<file path="src/rtl/regfile_pkg.sv">
// Shared register-file constants and write-back helpers.
package regfile_pkg;

  localparam int unsigned REG_ADDR_W = 6;
  localparam int unsigned REG_DATA_W = 32;
  localparam int unsigned NUM_REGS   = 64;

  typedef struct packed {
    logic [REG_ADDR_W-1:0] addr;
    logic [REG_DATA_W-1:0] data;
  } wb_req_t;

  // Successor index in a ring of n entries.
  function automatic int unsigned rr_next(int unsigned idx, int unsigned n);
    return (idx + 1 >= n) ? 0 : idx + 1;
  endfunction

endpackage

</file>
<file path="src/rtl/rr_arbiter.sv">
// Round-robin arbiter: one-hot grant scanning upward from rr_ptr, pointer advances past winner.
module rr_arbiter
  import regfile_pkg::*;
#(
  parameter int unsigned N = 3,
  localparam int unsigned IdxW = $clog2(N)
) (
  input  logic            clk,
  input  logic            rst,
  input  logic            en,
  input  logic [N-1:0]    req,
  output logic [N-1:0]    gnt,
  output logic [IdxW-1:0] gnt_idx
);

  logic [IdxW-1:0] rr_ptr_q, rr_ptr_d;
  logic [IdxW-1:0] cand;

  always_comb begin
    gnt     = '0;
    gnt_idx = '0;
    cand    = '0;
    if (en && !rst) begin
      for (int unsigned k = 0; k < N; k++) begin
        cand = IdxW'((32'(rr_ptr_q) + k) % N);
        if (gnt == '0 && req[cand]) begin
          gnt[cand] = 1'b1;
          gnt_idx   = cand;
        end
      end
    end
  end

  // Any grant is a transfer: grants are only issued to valid requesters.
  always_comb begin
    rr_ptr_d = rr_ptr_q;
    if (|gnt) rr_ptr_d = IdxW'(rr_next(32'(gnt_idx), N));
  end

  always_ff @(posedge clk) begin
    if (rst) rr_ptr_q <= '0;
    else     rr_ptr_q <= rr_ptr_d;
  end

endmodule

</file>
<file path="src/rtl/rf_wb_arbiter.sv">
// Shares the register-file write port among write-back requesters, with a registered
// output stage and forwarding compare against the pending write.
module rf_wb_arbiter
  import regfile_pkg::*;
#(
  parameter int unsigned NUM_REQ = 3,
  parameter int unsigned ADDR_W  = REG_ADDR_W,
  parameter int unsigned DATA_W  = REG_DATA_W
) (
  input  logic                        clk,
  input  logic                        rst,
  input  logic                        wb_en,
  input  logic [NUM_REQ-1:0]          req_valid,
  input  logic [NUM_REQ*ADDR_W-1:0]   req_addr,
  input  logic [NUM_REQ*DATA_W-1:0]   req_data,
  output logic [NUM_REQ-1:0]          req_ready,
  output logic                        rf_we,
  output logic [ADDR_W-1:0]           rf_wa,
  output logic [DATA_W-1:0]           rf_wd,
  input  logic [ADDR_W-1:0]           chk_ra1,
  input  logic [ADDR_W-1:0]           chk_ra2,
  output logic                        fwd_hit1,
  output logic                        fwd_hit2,
  output logic [DATA_W-1:0]           fwd_data
);

  localparam int unsigned IdxW = $clog2(NUM_REQ);

  logic [NUM_REQ-1:0] gnt;
  logic [IdxW-1:0]    gnt_idx;
  logic [ADDR_W-1:0]  sel_addr;
  logic [DATA_W-1:0]  sel_data;

  rr_arbiter #(
    .N (NUM_REQ)
  ) u_arb (
    .clk     (clk),
    .rst     (rst),
    .en      (wb_en),
    .req     (req_valid),
    .gnt     (gnt),
    .gnt_idx (gnt_idx)
  );

  assign req_ready = gnt;

  always_comb begin
    sel_addr = req_addr[32'(gnt_idx)*ADDR_W +: ADDR_W];
    sel_data = req_data[32'(gnt_idx)*DATA_W +: DATA_W];
  end

  // Address/data hold when idle so the forwarding compare stays stable.
  always_ff @(posedge clk) begin
    if (rst) begin
      rf_we <= 1'b0;
      rf_wa <= '0;
      rf_wd <= '0;
    end else if (|gnt) begin
      rf_we <= 1'b1;
      rf_wa <= sel_addr;
      rf_wd <= sel_data;
    end else begin
      rf_we <= 1'b0;
    end
  end

  always_comb begin
    fwd_hit1 = rf_we && (chk_ra1 == rf_wa);
    fwd_hit2 = rf_we && (chk_ra2 == rf_wa);
    fwd_data = rf_wd;
  end

endmodule

</file>
<file path="config.mk">
export PLATFORM = sky130hd
export DESIGN_NAME = rf_wb_arbiter
export DESIGN_NICKNAME = d
export VERILOG_FILES = /design/src/rtl/regfile_pkg.sv /design/src/rtl/rr_arbiter.sv /design/src/rtl/rf_wb_arbiter.sv
export SDC_FILE = /design/constraint.sdc
export NUM_CORES = 1
export LEC_CHECK = 0
export BUFFER_PORTS_ARGS = -buffer_cell sky130_fd_sc_hd__buf_2
export CAP_MARGIN = 15
export CORE_MARGIN = 1.5
export CORE_UTILIZATION = 42
export DETAILED_ROUTE_END_ITERATION = 8
export PLACE_DENSITY = 0.9
export SLEW_MARGIN = 0
export SYNTH_ARGS = -nofsm -noshare
export SYNTH_HDL_FRONTEND = slang
export SYNTH_SLANG_ARGS = --single-unit
</file>
<file path="constraint.sdc">
create_clock -name clk -period 3.25 [get_ports clk]
set_input_delay 0.1625 -clock clk [delete_from_list [all_inputs] [get_ports clk]]
set_output_delay 0.1625 -clock clk [all_outputs]
set_load 0.01 [all_outputs]
</file>
==> results.sh, run 1 <==
export IMPL_run_status="complete, no violations"
export IMPL_all_layer_gr_usage=0.233
export IMPL_cts_num_sinks=41
export IMPL_vias_per_cell=5.40
export IMPL_netlist_top_cells_area="sky130_fd_sc_hd__dfxtp_1 27%, sky130_fd_sc_hd__a22o_1 11%, sky130_fd_sc_hd__nor2_1 10%, sky130_fd_sc_hd__a211oi_1 10%, sky130_fd_sc_hd__buf_4 8.3%"
export IMPL_timing_hold_worst_path_depth=2
export IMPL_synthesis_yosys_warnings=0
export IMPL_period_share=0.920
export IMPL_netlist_cell_type_count=43
export IMPL_required_ns=3.09
export IMPL_initial_util=0.438
export IMPL_rsz_0062_raised_after_global_routing="no"
export IMPL_worst_slack_ns=0.261
export IMPL_finalSetupViolations=0
export IMPL_final_area_um2=4010
export IMPL_timing_critical_path_arrival_ns=2.83
export IMPL_post_cts_repair_setup_buffers=0
export IMPL_dp_hpwl_um=7100
export IMPL_period_minus_slack_ns=2.99
export IMPL_totalWireLength_um=9210
export IMPL_timing_clock_skew_ns=0.00494
export IMPL_worst_skew_pair_late_latency_ns=0.29
export IMPL_power_per_cell_area_nw_per_um2=452
export IMPL_grt_first_pass_wirelength_um=14300
export IMPL_r2r_worst_path_cells=10
export IMPL_syn_mean_instance_area_um2=7.63
export IMPL_final_layout_net_count=690
export IMPL_crit_fanout=9
export IMPL_critical_path_reg2reg_endpoint="rf_wa[3]"
export IMPL_grt_overflow_total=0
export IMPL_synth_edf_count=0
export IMPL_rrSetupSlack_ns=0.27
export IMPL_clk_pin_slew_worst_paths_ns=0.08
export IMPL_ys_ff_latch=41
export IMPL_p_leak_nw=2.12
export IMPL_worst_slew_pin_slew_ns=0.629
export IMPL_report_final_hold_viol_count=0
export IMPL_num_vias=3514
export IMPL_worstHoldEndpoint="u_arb.rr_ptr_q[1]"
export IMPL_p_r_area_growth_vs_syn_pct=34.2
export IMPL_grt_pass1_vias=3116
export IMPL_met2_wirelength_um=4730
export IMPL_routedWlPerCell_um=14.2
export IMPL_antenna_cells_inserted=0
export IMPL_route_antenna_remaining_nets=0
export IMPL_number_of_maximum_capacitance_constraint_violations=0
export IMPL_hold_path_class="in2reg"
export IMPL_critical_path_startpoint_type="flip-flop"
export IMPL_largest_net_degree_at_the_start_of_global_routing=45
export IMPL_post_route_drc_count=0
export IMPL_io_buffers=207
export IMPL_core_rowCount=30
export IMPL_die_area_um2=7640
export IMPL_slew_limit_headroom=0.577
export IMPL_reg_to_reg_startpoint="u_arb.rr_ptr_q[0]"
export IMPL_io_pins=208
export IMPL_netlist_area_um2=2990
export IMPL_synth_largest_area_cell="sky130_fd_sc_hd__dfxtp_1"
export IMPL_cts_h_tree_depth=2
export IMPL_antenna_found_initial=0
export IMPL_placed_area_um2=3910
export IMPL_initial_detailed_routing_violation_count=132
export IMPL_cts_hold_fix_buffers=0
export IMPL_ir_drop_v=0.000214
export IMPL_ctsResizeCount=0
export IMPL_yosys_most_used_dff="sky130_fd_sc_hd__dfxtp_1"
export IMPL_drt_pass1_iterations=4
export IMPL_fraction_of_synthesized_cell_area_taken_by_the_top_area_cell_type=0.274
export IMPL_tritoncts_num_buffers=5
export IMPL_fp_coreArea_um2=6830
export IMPL_max_clock_freq_mhz=335
export IMPL_tritoncts="built"
export IMPL_tns_ns=0
export IMPL_path_cells="inv_1 -> ha_1 -> buf_4 -> a311o_1 -> and3_4 -> nor4_1 -> a222oi_1 -> nor2_1 -> buf_2"
export IMPL_final_max_slew_viol_count=0
export IMPL_cts_root_to_sink_buffers=2
export IMPL_highest_delay_cell_along_the_critical_path="sky130_fd_sc_hd__nor4_1"
export IMPL_cpPeakStageDelay_ns=0.57
export IMPL_synth_nets=528
export IMPL_cp_end_kind="output pin"
export IMPL_floorplan_die_height_um=87.4
export IMPL_synth_seq_area_share=0.274
export IMPL_synthesis_instances=392
export IMPL_fp_dieW_um=87.4
export IMPL_post_route_cells_drive_above_1_share=0.431
export IMPL_critPathKind="reg2out"
export IMPL_postSynth_asyncResetShare=0
export IMPL_cts_root_buf="sky130_fd_sc_hd__clkbuf_8"
export IMPL_met3_length_um=546
export IMPL_globalplace_congestion=0.893
export IMPL_power_total_mw=1.81
export IMPL_topRoutingLayerUsed="met4"
export IMPL_min_from="rst"
export IMPL_num_fill_cells=675
export IMPL_met1Wirelength_um=3780
export IMPL_pre_cts_slack_ns=0.291
[how the worst max path moves through the flow]
stage / depth (start not counted) / endpoint / from / slack, ns
after floorplan: 11 / fwd_data[31] / u_arb.rr_ptr_q[0] / 0.47
after global placement: 10 / rf_wa[3] / u_arb.rr_ptr_q[1] / 0.34
after detailed placement: 10 / rf_wa[3] / u_arb.rr_ptr_q[1] / 0.29
after CTS: 10 / rf_wa[3] / u_arb.rr_ptr_q[1] / 0.28
after global routing: 10 / rf_wa[4] / u_arb.rr_ptr_q[0] / 0.12
final: 9 / req_ready[0] / u_arb.rr_ptr_q[1] / 0.26
[critical path, delay by kind of cell (launching register included)]
kind                     cells  cell delay, ns
AND/OR/NAND/NOR              3            0.89
flip-flops                   1            0.36
AO/OA/AOI/OAI                2            0.58
adder cells (fa/ha/maj)      1            0.29
buffers and inverters        3            0.42
[power breakdown]
part,leakage (nW),switching (mW),internal (mW)
clock,0.0549,0.187,0.196
sequential,0.337,0.0644,0.577
combinational,1.72,0.430,0.358
[layer usage]
layer	global-route usage	vias up
met4	0.0736	0
met5	0	-
met3	0.0445	16
met2	0.424	149
met1	0.273	1634
li1	-	1715
[cells in the mapped netlist (2+ instances only)]
cell type                  count
sky130_fd_sc_hd__buf_6         2
sky130_fd_sc_hd__dfxtp_1      41
sky130_fd_sc_hd__a21oi_1       5
sky130_fd_sc_hd__a222oi_1      2
sky130_fd_sc_hd__o21ai_0       5
sky130_fd_sc_hd__ha_1          4
sky130_fd_sc_hd__nand2b_1      2
sky130_fd_sc_hd__nand3_1       3
sky130_fd_sc_hd__or3_1        38
sky130_fd_sc_hd__nor2b_1       5
sky130_fd_sc_hd__nand2_1       3
sky130_fd_sc_hd__inv_1         8
sky130_fd_sc_hd__a31oi_1       4
sky130_fd_sc_hd__nor4_1        4
sky130_fd_sc_hd__a22o_1       38
sky130_fd_sc_hd__or2_2         2
sky130_fd_sc_hd__nand4_1       5
sky130_fd_sc_hd__buf_4        33
sky130_fd_sc_hd__nor2_1       82
sky130_fd_sc_hd__clkbuf_1     30
sky130_fd_sc_hd__xnor2_1       6
sky130_fd_sc_hd__xor2_1        6
sky130_fd_sc_hd__a211oi_1     40
sky130_fd_sc_hd__nor3_1        5
[flip-flops by register name, summed over array words and instances (netlist names)]
| register | cells |
|---|---|
| rf_wa | 6 |
| rf_we | 1 |
| u_arb.rr_ptr_q | 2 |
| fwd_data | 32 |
[cells in the final DEF, fill, tap and decap left out, types with 2 or more instances in the layout]
master,synthesis,layout
sky130_fd_sc_hd__a222oi_1,2,2
sky130_fd_sc_hd__a31oi_1,4,3
sky130_fd_sc_hd__or3_1,38,38
sky130_fd_sc_hd__buf_2,1,207
sky130_fd_sc_hd__ha_1,4,4
sky130_fd_sc_hd__dfxtp_1,41,41
sky130_fd_sc_hd__nand3_1,3,3
sky130_fd_sc_hd__clkbuf_8,0,7
sky130_fd_sc_hd__nand2_1,3,3
sky130_fd_sc_hd__a22o_1,38,38
sky130_fd_sc_hd__nand4_1,5,5
sky130_fd_sc_hd__nor4_1,4,4
sky130_fd_sc_hd__nor3_1,5,5
sky130_fd_sc_hd__inv_1,8,8
sky130_fd_sc_hd__nor2_1,82,82
sky130_fd_sc_hd__a211oi_1,40,40
sky130_fd_sc_hd__a21oi_1,5,4
sky130_fd_sc_hd__xnor2_1,6,6
sky130_fd_sc_hd__o21ai_0,5,5
sky130_fd_sc_hd__xor2_1,6,6
sky130_fd_sc_hd__or2_2,2,2
sky130_fd_sc_hd__buf_4,33,14
sky130_fd_sc_hd__nand2b_1,2,2
sky130_fd_sc_hd__nor2b_1,5,5
[metrics by stage]
step | utilization | std cells | hold slack [ns]
3_5_place_dp | 0.572 | 643 | 0.420
5_1_grt | 0.587 | 651 | 0.110
3_3_place_gp | 0.572 | 643 | 0.420
4_1_cts | 0.587 | 651 | 0.0990
2_1_floorplan | - | 392 | 0.235
6_report | 0.587 | 651 | 0.109
[area by class of cell]
type	count	area [um2]	share of cell area
clock inverter	1	8.76	0.00218
clock buffer	7	96.3	0.0240
multi-input combinational	276	1780	0.442
sequential	41	821	0.205
timing repair buffer	222	1160	0.289
inverter	8	30.0	0.00748
tap	96	120	0.0299
[logic make-up after synthesis]
group                      after synthesis  synth area share
and+or+nand+nor                        154             0.253
AOI/OAI and AO/OA                      105             0.276
buffers and inverters                   75             0.141
DFF                                     41             0.274
xor gates and xnor gates                12            0.0351
adders and majority gates                4            0.0167
muxes                                    1           0.00377
Note: power is estimated with default switching activity, not from simulation.
==> run 2: changes to the inputs <==
- CORE_UTILIZATION: 42 -> 43
- CTS_BUF_LIST: unset -> sky130_fd_sc_hd__clkbuf_4 sky130_fd_sc_hd__clkbuf_8
- PLACE_DENSITY: 0.9 -> 0.92
==> run 2 against run 1 <==
Sequential cell count stayed put. Non-clock buffer count is 3 lower. Core utilization is 0.62 points higher. Critical path type is now reg2reg. Fmax is 4.5% lower. Wire length is 0.77% higher. Clock power is 2% higher. Clock skew is 0.0012 ns lower. Hold slack hardly changed. First-iteration DRC count is 7.6% higher. Global-route usage is 0.32 points higher.
==> results.sh, run 2 (synthesis gave the netlist of run 1 again) <==
export IMPL_cts_h_tree_depth=2
export IMPL_timing_hold_worst_path_depth=2
export IMPL_timing_critical_path_arrival_ns=3.32
export IMPL_r2r_worst_path_cells=10
export IMPL_all_layer_gr_usage=0.236
export IMPL_worst_slew_pin_slew_ns=0.629
export IMPL_grt_overflow_total=0
export IMPL_io_pins=208
export IMPL_hold_path_class="in2reg"
export IMPL_cts_root_buf="sky130_fd_sc_hd__clkbuf_8"
export IMPL_switching_power_total_mw=0.691
export IMPL_post_route_cells_drive_above_1_share=0.429
export IMPL_tritoncts_num_buffers=5
export IMPL_antenna_cells_inserted=0
export IMPL_drt_pass1_iterations=7
export IMPL_post_cts_repair_setup_buffers=0
export IMPL_postLayoutCoreUtil=0.594
export IMPL_ctsResizeCount=0
export IMPL_period_minus_slack_ns=3.13
export IMPL_tritoncts="built"
export IMPL_report_final_hold_viol_count=0
export IMPL_worst_skew_pair_late_latency_ns=0.29
export IMPL_power_per_cell_area_nw_per_um2=456
export IMPL_grt_pass1_vias=3161
export IMPL_floorplan_die_height_um=86.4
export IMPL_final_max_slew_viol_count=0
export IMPL_io_buffers=207
export IMPL_min_from="rst"
export IMPL_required_ns=3.44
export IMPL_dp_hpwl_um=7130
export IMPL_largest_register_ff_count=32
export IMPL_num_vias=3462
export IMPL_core_rowCount=30
export IMPL_tns_ns=0
export IMPL_cts_num_sinks=41
export IMPL_path_cells="inv_1 -> ha_1 -> nor2b_1 -> o21ai_0 -> a32oi_1 -> o31a_1 -> a211o_2 -> buf_12 -> or3_1 -> a22o_1"
export IMPL_vias_per_cell=5.48
export IMPL_final_common_cell="sky130_fd_sc_hd__buf_2"
export IMPL_critical_path_reg2reg_endpoint="rf_wa[2]"
export IMPL_initial_util=0.443
export IMPL_power_frac_clock=0.214
export IMPL_clk_pin_slew_worst_paths_ns=0.09
export IMPL_post_route_drc_count=0
export IMPL_critPathKind="reg2reg"
export IMPL_fp_coreArea_um2=6760
export IMPL_route_antenna_remaining_nets=0
export IMPL_globalplace_congestion=0.959
export IMPL_initial_detailed_routing_violation_count=142
export IMPL_final_area_um2=4010
export IMPL_crit_fanout=39
export IMPL_final_layout_net_count=687
export IMPL_seq_power_share=0.352
export IMPL_internal_mw=1.14
export IMPL_max_clock_freq_mhz=319
export IMPL_routedWlPerCell_um=14.7
export IMPL_p_comb_frac=0.434
export IMPL_worst_slack_ns=0.120
export IMPL_die_area_um2=7460
export IMPL_cpPeakStageDelay_ns=0.49
export IMPL_layout_area_seq_um2=821
export IMPL_cp_end_kind="flip-flop"
export IMPL_p_leak_nw=2.11
export IMPL_p_r_area_growth_vs_syn_pct=34.1
export IMPL_largest_net_degree_at_the_start_of_global_routing=56
export IMPL_pre_cts_slack_ns=0.193
export IMPL_switching_share=0.378
export IMPL_grt_first_pass_wirelength_um=14400
export IMPL_timing_clock_skew_ns=0.00374
export IMPL_critical_path_startpoint_type="flip-flop"
export IMPL_number_of_maximum_capacitance_constraint_violations=0
export IMPL_ir_drop_v=0.000192
export IMPL_highest_delay_cell_along_the_critical_path="sky130_fd_sc_hd__ha_1"
export IMPL_antenna_found_initial=0
export IMPL_leading_cell_types_in_the_layout_fill_and_taps_excluded="207 x sky130_fd_sc_hd__buf_2, 82 x sky130_fd_sc_hd__nor2_1, 41 x sky130_fd_sc_hd__dfxtp_1"
export IMPL_fp_dieW_um=86.4
export IMPL_totalWireLength_um=9280
export IMPL_run_status="complete, no violations"
export IMPL_finalSetupViolations=0
export IMPL_cts_root_to_sink_buffers=2
export IMPL_period_share=0.963
export IMPL_reg_to_reg_startpoint="u_arb.rr_ptr_q[0]"
export IMPL_worstHoldEndpoint="u_arb.rr_ptr_q[1]"
export IMPL_slew_limit_headroom=0.577
export IMPL_cts_hold_fix_buffers=0
export IMPL_rsz_0062_raised_after_global_routing="no"
export IMPL_rrSetupSlack_ns=0.12
export IMPL_multiInputGateArea_um2=1780
export IMPL_placed_area_um2=3900
export IMPL_num_fill_cells=623
-- run 2: cell count changes in the layout (fill, tap and decap cells not counted), sizes merged --
cell	delta
buf	-3
-- run 2: critical path, delay by kind of cell, from the launching register on --
kind / cells / cell delay, ns
adder cells (fa/ha/maj): 1 / 0.49
AND/OR/NAND/NOR: 2 / 0.45
flip-flops: 1 / 0.39
buffers and inverters: 2 / 0.28
AO/OA/AOI/OAI: 5 / 1.40
-- run 2: metal layers --
metal	track usage	up-vias	wire length, um
li1	-	1702	-
met1	0.268	1580	3740
met5	0	-	0
met2	0.452	164	4890
met3	0.0400	16	523
met4	0.0601	0	125
-- run 2: stage by stage --
stage                     total power, mW  instances  hold slack, ns
after global placement               1.42        624           0.411
after detailed placement             1.44        624           0.419
after CTS                            1.83        632           0.101
after floorplan                      1.18        392           0.235
after global routing                 1.95        632           0.103
final                                1.83        632           0.109
-- run 2: cell type report --
cell class	count	share of cell area
Timing Repair Buffer	219	0.293
Clock buffer	7	0.0240
Inverter	8	0.00749
Multi-Input combinational cell	276	0.443
Clock inverter	1	0.00218
Sequential cell	41	0.205
Tap cell	80	0.0250
-- run 2: power by group through the flow --
stage / clock, mW / sequential, mW / combinational [mW]
5_1_grt: 0.428 / 0.654 / 0.871
2_1_floorplan: 0 / 0.677 / 0.507
3_3_place_gp: 0 / 0.651 / 0.773
3_5_place_dp: 0 / 0.654 / 0.788
6_report: 0.392 / 0.644 / 0.794
4_1_cts: 0.399 / 0.644 / 0.790
-- run 2: worst max path at each step --
stage,end,from,slack [ns]
2_1_floorplan,fwd_data[31],u_arb.rr_ptr_q[0],0.47
3_3_place_gp,rf_wa[5],u_arb.rr_ptr_q[0],0.30
3_5_place_dp,rf_wa[2],u_arb.rr_ptr_q[0],0.19
4_1_cts,rf_wa[2],u_arb.rr_ptr_q[0],0.17
5_1_grt,rf_wa[2],u_arb.rr_ptr_q[0],0.003
6_report,rf_wa[2],u_arb.rr_ptr_q[0],0.12
==> run 3: changes to the inputs <==
- REMOVE_ABC_BUFFERS: unset -> 1
==> run 3 against run 2 <==
Die area unchanged. Cell count rose by 0.16%. Non-clock buffer count grew 1. Combinational power decreased by 0.5%. Sequential power barely moved. Hold slack gained 0.010 ns. Cell area is 0.37% lower. Core utilization is 0.22 points lower. Critical endpoint is now fwd_data[10]. Largest cell class unchanged.
==> results.sh, run 3 (synthesis gave the netlist of run 1 again) <==
export IMPL_crit_fanout=36
export IMPL_number_of_maximum_capacitance_constraint_violations=0
export IMPL_grt_pass1_vias=3150
export IMPL_p_leak_nw=2.11
export IMPL_rsz_0062_raised_after_global_routing="no"
export IMPL_cts_hold_fix_buffers=0
export IMPL_top_usage_layer="met2"
export IMPL_clk_pin_slew_worst_paths_ns=0.08
export IMPL_vias_per_cell=5.56
export IMPL_run_status="complete, no violations"
export IMPL_p_r_area_growth_vs_syn_pct=33.6
export IMPL_globalRouteMet3Util=0.0429
export IMPL_post_route_drc_count=0
export IMPL_worst_slack_ns=0.243
export IMPL_core_rowCount=30
export IMPL_io_pins=208
export IMPL_ctsResizeCount=0
export IMPL_period_share=0.925
export IMPL_highest_delay_cell_along_the_critical_path="sky130_fd_sc_hd__dfxtp_1"
export IMPL_final_max_slew_viol_count=0
export IMPL_floorplan_die_height_um=86.4
export IMPL_largest_register_ff_count=32
export IMPL_initial_detailed_routing_violation_count=181
export IMPL_cts_root_buf="sky130_fd_sc_hd__clkbuf_8"
export IMPL_drt_pass1_iterations=5
export IMPL_initial_util=0.443
export IMPL_num_vias=3518
export IMPL_largest_net_degree_at_the_start_of_global_routing=49
export IMPL_post_cts_repair_setup_buffers=0
export IMPL_io_buffers=207
export IMPL_final_common_cell="sky130_fd_sc_hd__buf_2"
export IMPL_leading_cell_types_in_the_layout_fill_and_taps_excluded="207 x sky130_fd_sc_hd__buf_2, 82 x sky130_fd_sc_hd__nor2_1, 41 x sky130_fd_sc_hd__dfxtp_1"
export IMPL_postLayoutCoreUtil=0.591
export IMPL_post_route_cells_drive_above_1_share=0.430
export IMPL_critical_path_startpoint_type="flip-flop"
export IMPL_cpPeakStageDelay_ns=0.38
export IMPL_cts_num_sinks=41
export IMPL_routedWlPerCell_um=15.0
export IMPL_tns_ns=0
export IMPL_cts_h_tree_depth=2
export IMPL_tritoncts="built"
export IMPL_report_final_hold_viol_count=0
export IMPL_pre_cts_slack_ns=0.147
export IMPL_final_layout_net_count=688
export IMPL_cts_root_to_sink_buffers=2
export IMPL_dp_hpwl_um=7170
export IMPL_hold_path_class="in2reg"
export IMPL_finalSetupViolations=0
export IMPL_grtUsageMet1=0.290
export IMPL_path_cells="inv_1 -> ha_2 -> nand2b_4 -> a311o_1 -> and3_4 -> o31a_1 -> a211o_2 -> buf_4 -> or3_1 -> a22o_1"
export IMPL_route_antenna_remaining_nets=0
export IMPL_die_area_um2=7460
export IMPL_totalWireLength_um=9480
export IMPL_fp_coreArea_um2=6760
export IMPL_cp_end_kind="flip-flop"
export IMPL_gr_usage_met2=0.443
export IMPL_slew_limit_headroom=0.617
export IMPL_worst_slew_pin_slew_ns=0.569
export IMPL_final_area_um2=4000
export IMPL_required_ns=3.43
export IMPL_antenna_cells_inserted=0
export IMPL_critPathKind="reg2reg"
export IMPL_all_layer_gr_usage=0.242
export IMPL_globalplace_congestion=0.915
export IMPL_max_clock_freq_mhz=333
export IMPL_timing_clock_skew_ns=0.00613
export IMPL_worst_skew_pair_late_latency_ns=0.29
export IMPL_tritoncts_num_buffers=5
export IMPL_grt_overflow_total=0
export IMPL_fp_dieW_um=86.4
export IMPL_timing_critical_path_arrival_ns=3.19
export IMPL_power_per_cell_area_nw_per_um2=469
export IMPL_period_minus_slack_ns=3.01
export IMPL_antenna_found_initial=0
export IMPL_placed_area_um2=3870
export IMPL_grt_first_pass_wirelength_um=14600
export IMPL_ir_drop_v=0.000216
run 3: cell types whose count changed in the layout (fill, tap and decap cells not counted):
cell                        change
sky130_fd_sc_hd__inv_6          -1
sky130_fd_sc_hd__buf_12         -3
sky130_fd_sc_hd__clkbuf_4       +1
sky130_fd_sc_hd__buf_4          +4
sky130_fd_sc_hd__clkbuf_8       -1
sky130_fd_sc_hd__bufinv_16      +1
run 3: path summary, 6_finish.rpt:
check	from	end	slack, ns	depth (start not counted)
hold / removal	rst	u_arb.rr_ptr_q[0]	0.12	2
hold reg to reg	fwd_data[11]	fwd_data[11]	0.50	1
setup reg to reg	u_arb.rr_ptr_q[0]	fwd_data[10]	0.24	10
setup / recovery	u_arb.rr_ptr_q[0]	fwd_data[10]	0.24	10
run 3: layout make-up:
type / instances / area, um2
timing repair buffer: 220 / 1150
clock inverter: 1 / 30.0
sequential: 41 / 821
tap: 80 / 100
fill: 612 / 2760
inverter: 8 / 30.0
multi-input combinational: 276 / 1780
clock buffer: 7 / 90.1
run 3: report_power, final:
group | switching (mW) | total [mW] | internal, mW
Sequential | 0.0668 | 0.644 | 0.577
Combinational | 0.431 | 0.790 | 0.359
Clock | 0.180 | 0.439 | 0.259
run 3: through the flow:
step / std cells / hold WS [ns] / total power [mW]
2_1_floorplan: 325 / 0.235 / 1.09
3_3_place_gp: 625 / 0.422 / 1.42
3_5_place_dp: 625 / 0.432 / 1.44
4_1_cts: 633 / 0.112 / 1.88
5_1_grt: 633 / 0.123 / 1.99
6_report: 633 / 0.119 / 1.87
run 3: per-layer routing:
metal	vias up	routed length [um]
met4	0	145
met2	173	4910
met5	-	0
met3	15	613
met1	1620	3810
li1	1710	-
run 3: critical path, delay by kind of cell, from the launching register on:
family | cells | cell delay (ns)
flops | 1 | 0.38
simple gates | 3 | 0.74
compound gates | 4 | 1.19
buf+inv | 2 | 0.32
fa+ha+maj | 1 | 0.26
